**src/rtl/dmem_pkg.sv**
```systemverilog
// rtl/dmem_pkg.sv - shared default widths and response entry layout for the data-memory port
package dmem_pkg;

    localparam int DMEM_DATA_WIDTH = 32;
    localparam int DMEM_ADDR_WIDTH = 8;
    localparam int DMEM_TAG_WIDTH  = 4;

    typedef struct packed {
        logic [DMEM_DATA_WIDTH-1:0] data;
        logic [DMEM_TAG_WIDTH-1:0]  tag;
    } dmem_resp_t;

endpackage

```
**src/rtl/dmem_resp_fifo.sv**
```systemverilog
// rtl/dmem_resp_fifo.sv - in-order synchronous response FIFO with occupancy count
module dmem_resp_fifo #(
    parameter int WIDTH = 36,
    parameter int DEPTH = 2
) (
    input  logic                         clk,
    input  logic                         reset,
    input  logic                         push,
    input  logic [WIDTH-1:0]             push_data,
    input  logic                         pop,
    output logic [WIDTH-1:0]             head,
    output logic [$clog2(DEPTH+1)-1:0]   count
);

    localparam int PW = (DEPTH > 1) ? $clog2(DEPTH) : 1;
    localparam int CW = $clog2(DEPTH + 1);

    logic [WIDTH-1:0] mem [DEPTH];
    logic [PW-1:0]    wr_ptr;
    logic [PW-1:0]    rd_ptr;
    logic             do_push;
    logic             do_pop;

    function automatic logic [PW-1:0] bump(input logic [PW-1:0] p);
        return (p == PW'(DEPTH - 1)) ? '0 : p + 1'b1;
    endfunction

    assign do_push = push && (count != CW'(DEPTH));
    assign do_pop  = pop && (count != '0);

    always_ff @(posedge clk) begin
        if (reset) begin
            wr_ptr <= '0;
            rd_ptr <= '0;
            count  <= '0;
        end else begin
            if (do_push) begin
                mem[wr_ptr] <= push_data;
                wr_ptr      <= bump(wr_ptr);
            end
            if (do_pop) begin
                rd_ptr <= bump(rd_ptr);
            end
            count <= count + CW'(do_push) - CW'(do_pop);
        end
    end

    assign head = mem[rd_ptr];

endmodule

```
**src/rtl/dmem_port_ctrl.sv**
```systemverilog
// rtl/dmem_port_ctrl.sv - request/response front end for a 1W/1R SRAM macro with tagged loads
module dmem_port_ctrl
    import dmem_pkg::*;
#(
    parameter int DATA_WIDTH = DMEM_DATA_WIDTH,
    parameter int ADDR_WIDTH = DMEM_ADDR_WIDTH,
    parameter int TAG_WIDTH  = DMEM_TAG_WIDTH,
    parameter int RESP_DEPTH = 2
) (
    input  logic                  clk,
    input  logic                  reset,
    input  logic                  req_valid,
    output logic                  req_ready,
    input  logic                  req_we,
    input  logic [ADDR_WIDTH-1:0] req_addr,
    input  logic [DATA_WIDTH-1:0] req_wdata,
    input  logic [TAG_WIDTH-1:0]  req_tag,
    output logic                  resp_valid,
    input  logic                  resp_ready,
    output logic [DATA_WIDTH-1:0] resp_data,
    output logic [TAG_WIDTH-1:0]  resp_tag,
    output logic                  csb0,
    output logic [ADDR_WIDTH-1:0] addr0,
    output logic [DATA_WIDTH-1:0] din0,
    output logic                  csb1,
    output logic [ADDR_WIDTH-1:0] addr1,
    input  logic [DATA_WIDTH-1:0] dout1
);

    localparam int CW = $clog2(RESP_DEPTH + 1);

    logic                            store_acc;
    logic                            load_acc;
    logic                            load_credit;
    logic                            inflight;
    logic [TAG_WIDTH-1:0]            tag_q;
    logic [CW-1:0]                   fifo_count;
    logic [DATA_WIDTH+TAG_WIDTH-1:0] fifo_head;

    // A slot freed by this cycle's pop is not reused until next cycle; the
    // load whose data is still on dout1 already owns a slot.
    assign load_credit = (32'(fifo_count) + 32'(inflight)) < 32'(RESP_DEPTH);

    assign req_ready = !reset && (req_we || load_credit);
    assign store_acc = req_valid && req_we && !reset;
    assign load_acc  = req_valid && !req_we && !reset && load_credit;

    assign csb0  = !store_acc;
    assign addr0 = store_acc ? req_addr : '0;
    assign din0  = store_acc ? req_wdata : '0;
    assign csb1  = !load_acc;
    assign addr1 = load_acc ? req_addr : '0;

    always_ff @(posedge clk) begin
        if (reset) begin
            inflight <= 1'b0;
            tag_q    <= '0;
        end else begin
            inflight <= load_acc;
            if (load_acc) begin
                tag_q <= req_tag;
            end
        end
    end

    dmem_resp_fifo #(
        .WIDTH(DATA_WIDTH + TAG_WIDTH),
        .DEPTH(RESP_DEPTH)
    ) u_resp_fifo (
        .clk      (clk),
        .reset    (reset),
        .push     (inflight),
        .push_data({dout1, tag_q}),
        .pop      (resp_valid && resp_ready),
        .head     (fifo_head),
        .count    (fifo_count)
    );

    assign resp_valid = !reset && (fifo_count != '0);
    assign resp_data  = resp_valid ? fifo_head[TAG_WIDTH +: DATA_WIDTH] : '0;
    assign resp_tag   = resp_valid ? fifo_head[TAG_WIDTH-1:0] : '0;

endmodule
```
**config.mk**
```make
export PLATFORM = sky130hd
export DESIGN_NAME = dmem_port_ctrl
export DESIGN_NICKNAME = d
export VERILOG_FILES = /design/src/rtl/dmem_pkg.sv /design/src/rtl/dmem_resp_fifo.sv /design/src/rtl/dmem_port_ctrl.sv
export SDC_FILE = /design/constraint.sdc
export NUM_CORES = 1
export LEC_CHECK = 0
export ABC_AREA = 1
export CORE_ASPECT_RATIO = 1.1
export CORE_MARGIN = 5
export CORE_UTILIZATION = 38
export CTS_CLUSTER_DIAMETER = 80
export CTS_CLUSTER_SIZE = 30
export DETAILED_ROUTE_END_ITERATION = 16
export PLACE_DENSITY = 0.83
export SYNTH_ARGS = -nofsm -noshare
export SYNTH_HDL_FRONTEND = slang
export SYNTH_SLANG_ARGS = --single-unit
```
**constraint.sdc**
```tcl
create_clock -name clk -period 4.3 [get_ports clk]
set_input_delay 1.29 -clock clk [delete_from_list [all_inputs] [get_ports clk]]
set_output_delay 1.29 -clock clk [all_outputs]
set_load 0.01 [all_outputs]
```
==> flow_summary.ini <==
[floorplan]
rows = 38
io_pins = 169
die_width_um = 106.5
core_um2 = 9937
die_h_um = 116.1
initial_core_util = 0.3916
dieArea_um2 = 12370

[synthesis]
ys.warnings.count = 0
synth_xor_area_frac = 0.002251
yosysSeqAreaShare = 0.6071
synth_compound_area_frac = 0.05016
synthMuxAreaShare = 0
yosys_most_used_dff = edfxtp_1
ys_async_sr_fraction = 0
synthCells = 430
synth-edff-count = 72
yosysMostFrequentCell = inv_1
synth_top_family_by_area = simple AND/OR/NAND/NOR gates
netlist-cell-type-count = 27
ys_top_cells_by_count = inv_1, nand2_1, edfxtp_1, nor2_1, o21ai_0
synthTopCellsByArea = edfxtp_1, inv_1, nand2_1
syn_area_um2 = 3891
synth_fa_ha_area_frac = 0.006431
synth.avg_cell_area_um2 = 9.049
synth_simple_gate_area_frac = 0.1759
synth_fp_nets = 513
yosysTopAreaCellShare = 0.5556
synth_top_cell_by_area = edfxtp_1
ys_seq_elements = 82

[layout]
n_antenna_cell = 0
drive_gt1_frac = 0.06136
nets = 681
syn2layout_area_growth_pct = 51.25
fin_area_um2 = 5886

[route]
first_iter_violations = 132
vias = 3136
drcViolationCount = 0
detail-route-antenna-nets = 0
drt_wl_total_mm = 9.294
vias_per_cell = 4.337
wl_per_cell_um = 12.85
first_pass_iters = 4

[setup_path]
r2r-end = u_resp_fifo.count[1]$_SDFF_PP0_
worstPathCellList = clkdlybuf4s50_1, clkinv_8, nand2_4, inv_6, nand2_1, inv_1, clkdlybuf4s50_1
cp.required_ps = 3010
reg2reg_slack_ps = 2660
cp_data_arrival_time_ps = 2910
cp_max_fo = 37
crit_buf_inv = 5
crit_top_cell = clkdlybuf4s50_1
r2r_cells = 11
crit_family = buffers and inverters
end_kind = output port
start_kind = input pin
slowest_stage = clkdlybuf4s50_1
cpPeakStageDelay_ps = 540
r2r-start = u_resp_fifo.count[1]$_SDFF_PP0_
crit_type = input pin to output port

[global_route]
grt_pass1_vias = 3222
antenna_found_initial = 1
grt-ovfl-total = 0
grt_max_degree = 73
gr-usage-all-layers = 0.1517
grt_pass1_wl_mm = 14.42

[clock_network]
cts_setup_buffers = 0
htreeDepth = 3
cts_tree = done
cts-root-buf = clkbuf_8
hold_buffers = 0
cts_made_buffers = 9
clk_pin_slew_ps = 80
cts.sinks = 82
insertion_delay_ps = 340
post_cts_resized = 0
clockBufferDepth = 2

[outcome]
outcome = finished clean

[job]
drv_cap = 0

[timing]
slew_viol_final = 0
finalCritPeriodShare = 0.9763
tightest_slew_ps = 1062
setup_violations = 0
final_hold_viol_count = 0
rsz0062_at_grt = no
slew_headroom = 0.2921
tns_ps = 0
hold_ws_ps = 461.8
final.min_clock_period_ps = 4198
fmax_mhz = 238.2
clock_skew_ps = 9.575

[placed_design]
placed_cell_area_um2 = 5678
dp_hpwl_mm = 7.283
gp_congestion = 0.8301
portBuffers = 168

[power_and_ir_drop]
ir_drop_mv = 0.1690
powerDensity_nw_per_um2 = 306.0
p_leak_nw = 2.647

[worst_hold_path]
min_from = tag_q[1]$_SDFFE_PP0P_
hold_class = flip-flop to flip-flop
holdPathStages = 0
hold_path_end = u_resp_fifo.mem[0][1]$_DFFE_PP_
==> routing by layer <==
metal  GRT usage  routed length, um  share of wire
met1      0.1497               3461           0.37
met2      0.2814               4708           0.51
met3     0.05583                917          0.099
met4     0.07502                193          0.021
met5           0                 13         0.0014
==> metrics by stage <==
stage	total power [mW]	setup slack, ps	cells	utilization
finish	1.801	102.1	723	0.5923
global route	1.893	6.163	723	0.5923
CTS	1.828	93.48	723	0.5923
detailed placement	1.257	94.52	707	0.5714
global placement	1.247	122.9	707	0.5714
floorplan	1.073	907.5	430	-
==> registers in the layout (all words and copies together) (netlist names), named ones only <==
register,flops
u_resp_fifo.mem,72
tag_q,4
u_resp_fifo.count,2
inflight,1
u_resp_fifo.rd_ptr,1
u_resp_fifo.wr_ptr,1
==> cells in the final DEF (no fill, tap or decap), drive strengths merged <==
master / count
a21oi: 3
buf: 5
nand3: 7
nor2: 64
ha: 2
inv: 127
edfxtp: 72
o21ai: 36
bufinv: 2
nand2: 89
clkinv: 6
clkbuf: 9
dfxtp: 10
xor2: 1
nand4: 1
clkdlybuf4s50: 168
nor3: 1
==> power by group <==
group / switching (mW) / internal (mW) / leakage, nW
logic: 0.149 / 0.175 / 1.81
clock network: 0.248 / 0.320 / 0.103
registers: 0.0206 / 0.888 / 0.734
total: 0.418 / 1.38 / 2.65
==> worst max path at each step <==
stage / depth (start not counted) / endpoint / from / slack, ps
CTS: 7 / resp_tag[2] / reset / 90
global route: 7 / resp_data[18] / reset / 6
detailed placement: 7 / resp_tag[2] / reset / 90
finish: 7 / resp_tag[2] / reset / 100
global placement: 7 / addr1[0] / reset / 120
floorplan: 2 / u_resp_fifo.mem[0][0]$_DFFE_PP_ / reset / 910
==> final cells by class <==
class	instances	area, um2
Clock buffer	9	123.9
Clock inverter	7	83.83
Fill cell	807	4051
Inverter	128	500.5
Multi-Input combinational cell	204	932.1
Sequential cell	82	2364
Tap cell	120	150.1
Timing Repair Buffer	173	1732
==> cell families (layout without fill, tap and decap cells) <==
| kind of cell | after synthesis | in the layout |
|---|---|---|
| xor+xnor | 1 | 1 |
| fa+ha+maj | 2 | 2 |
| simple gates | 162 | 162 |
| flops | 82 | 82 |
| buf+inv | 144 | 317 |
| compound gates | 39 | 39 |
Power figures use the tool's default switching activity.
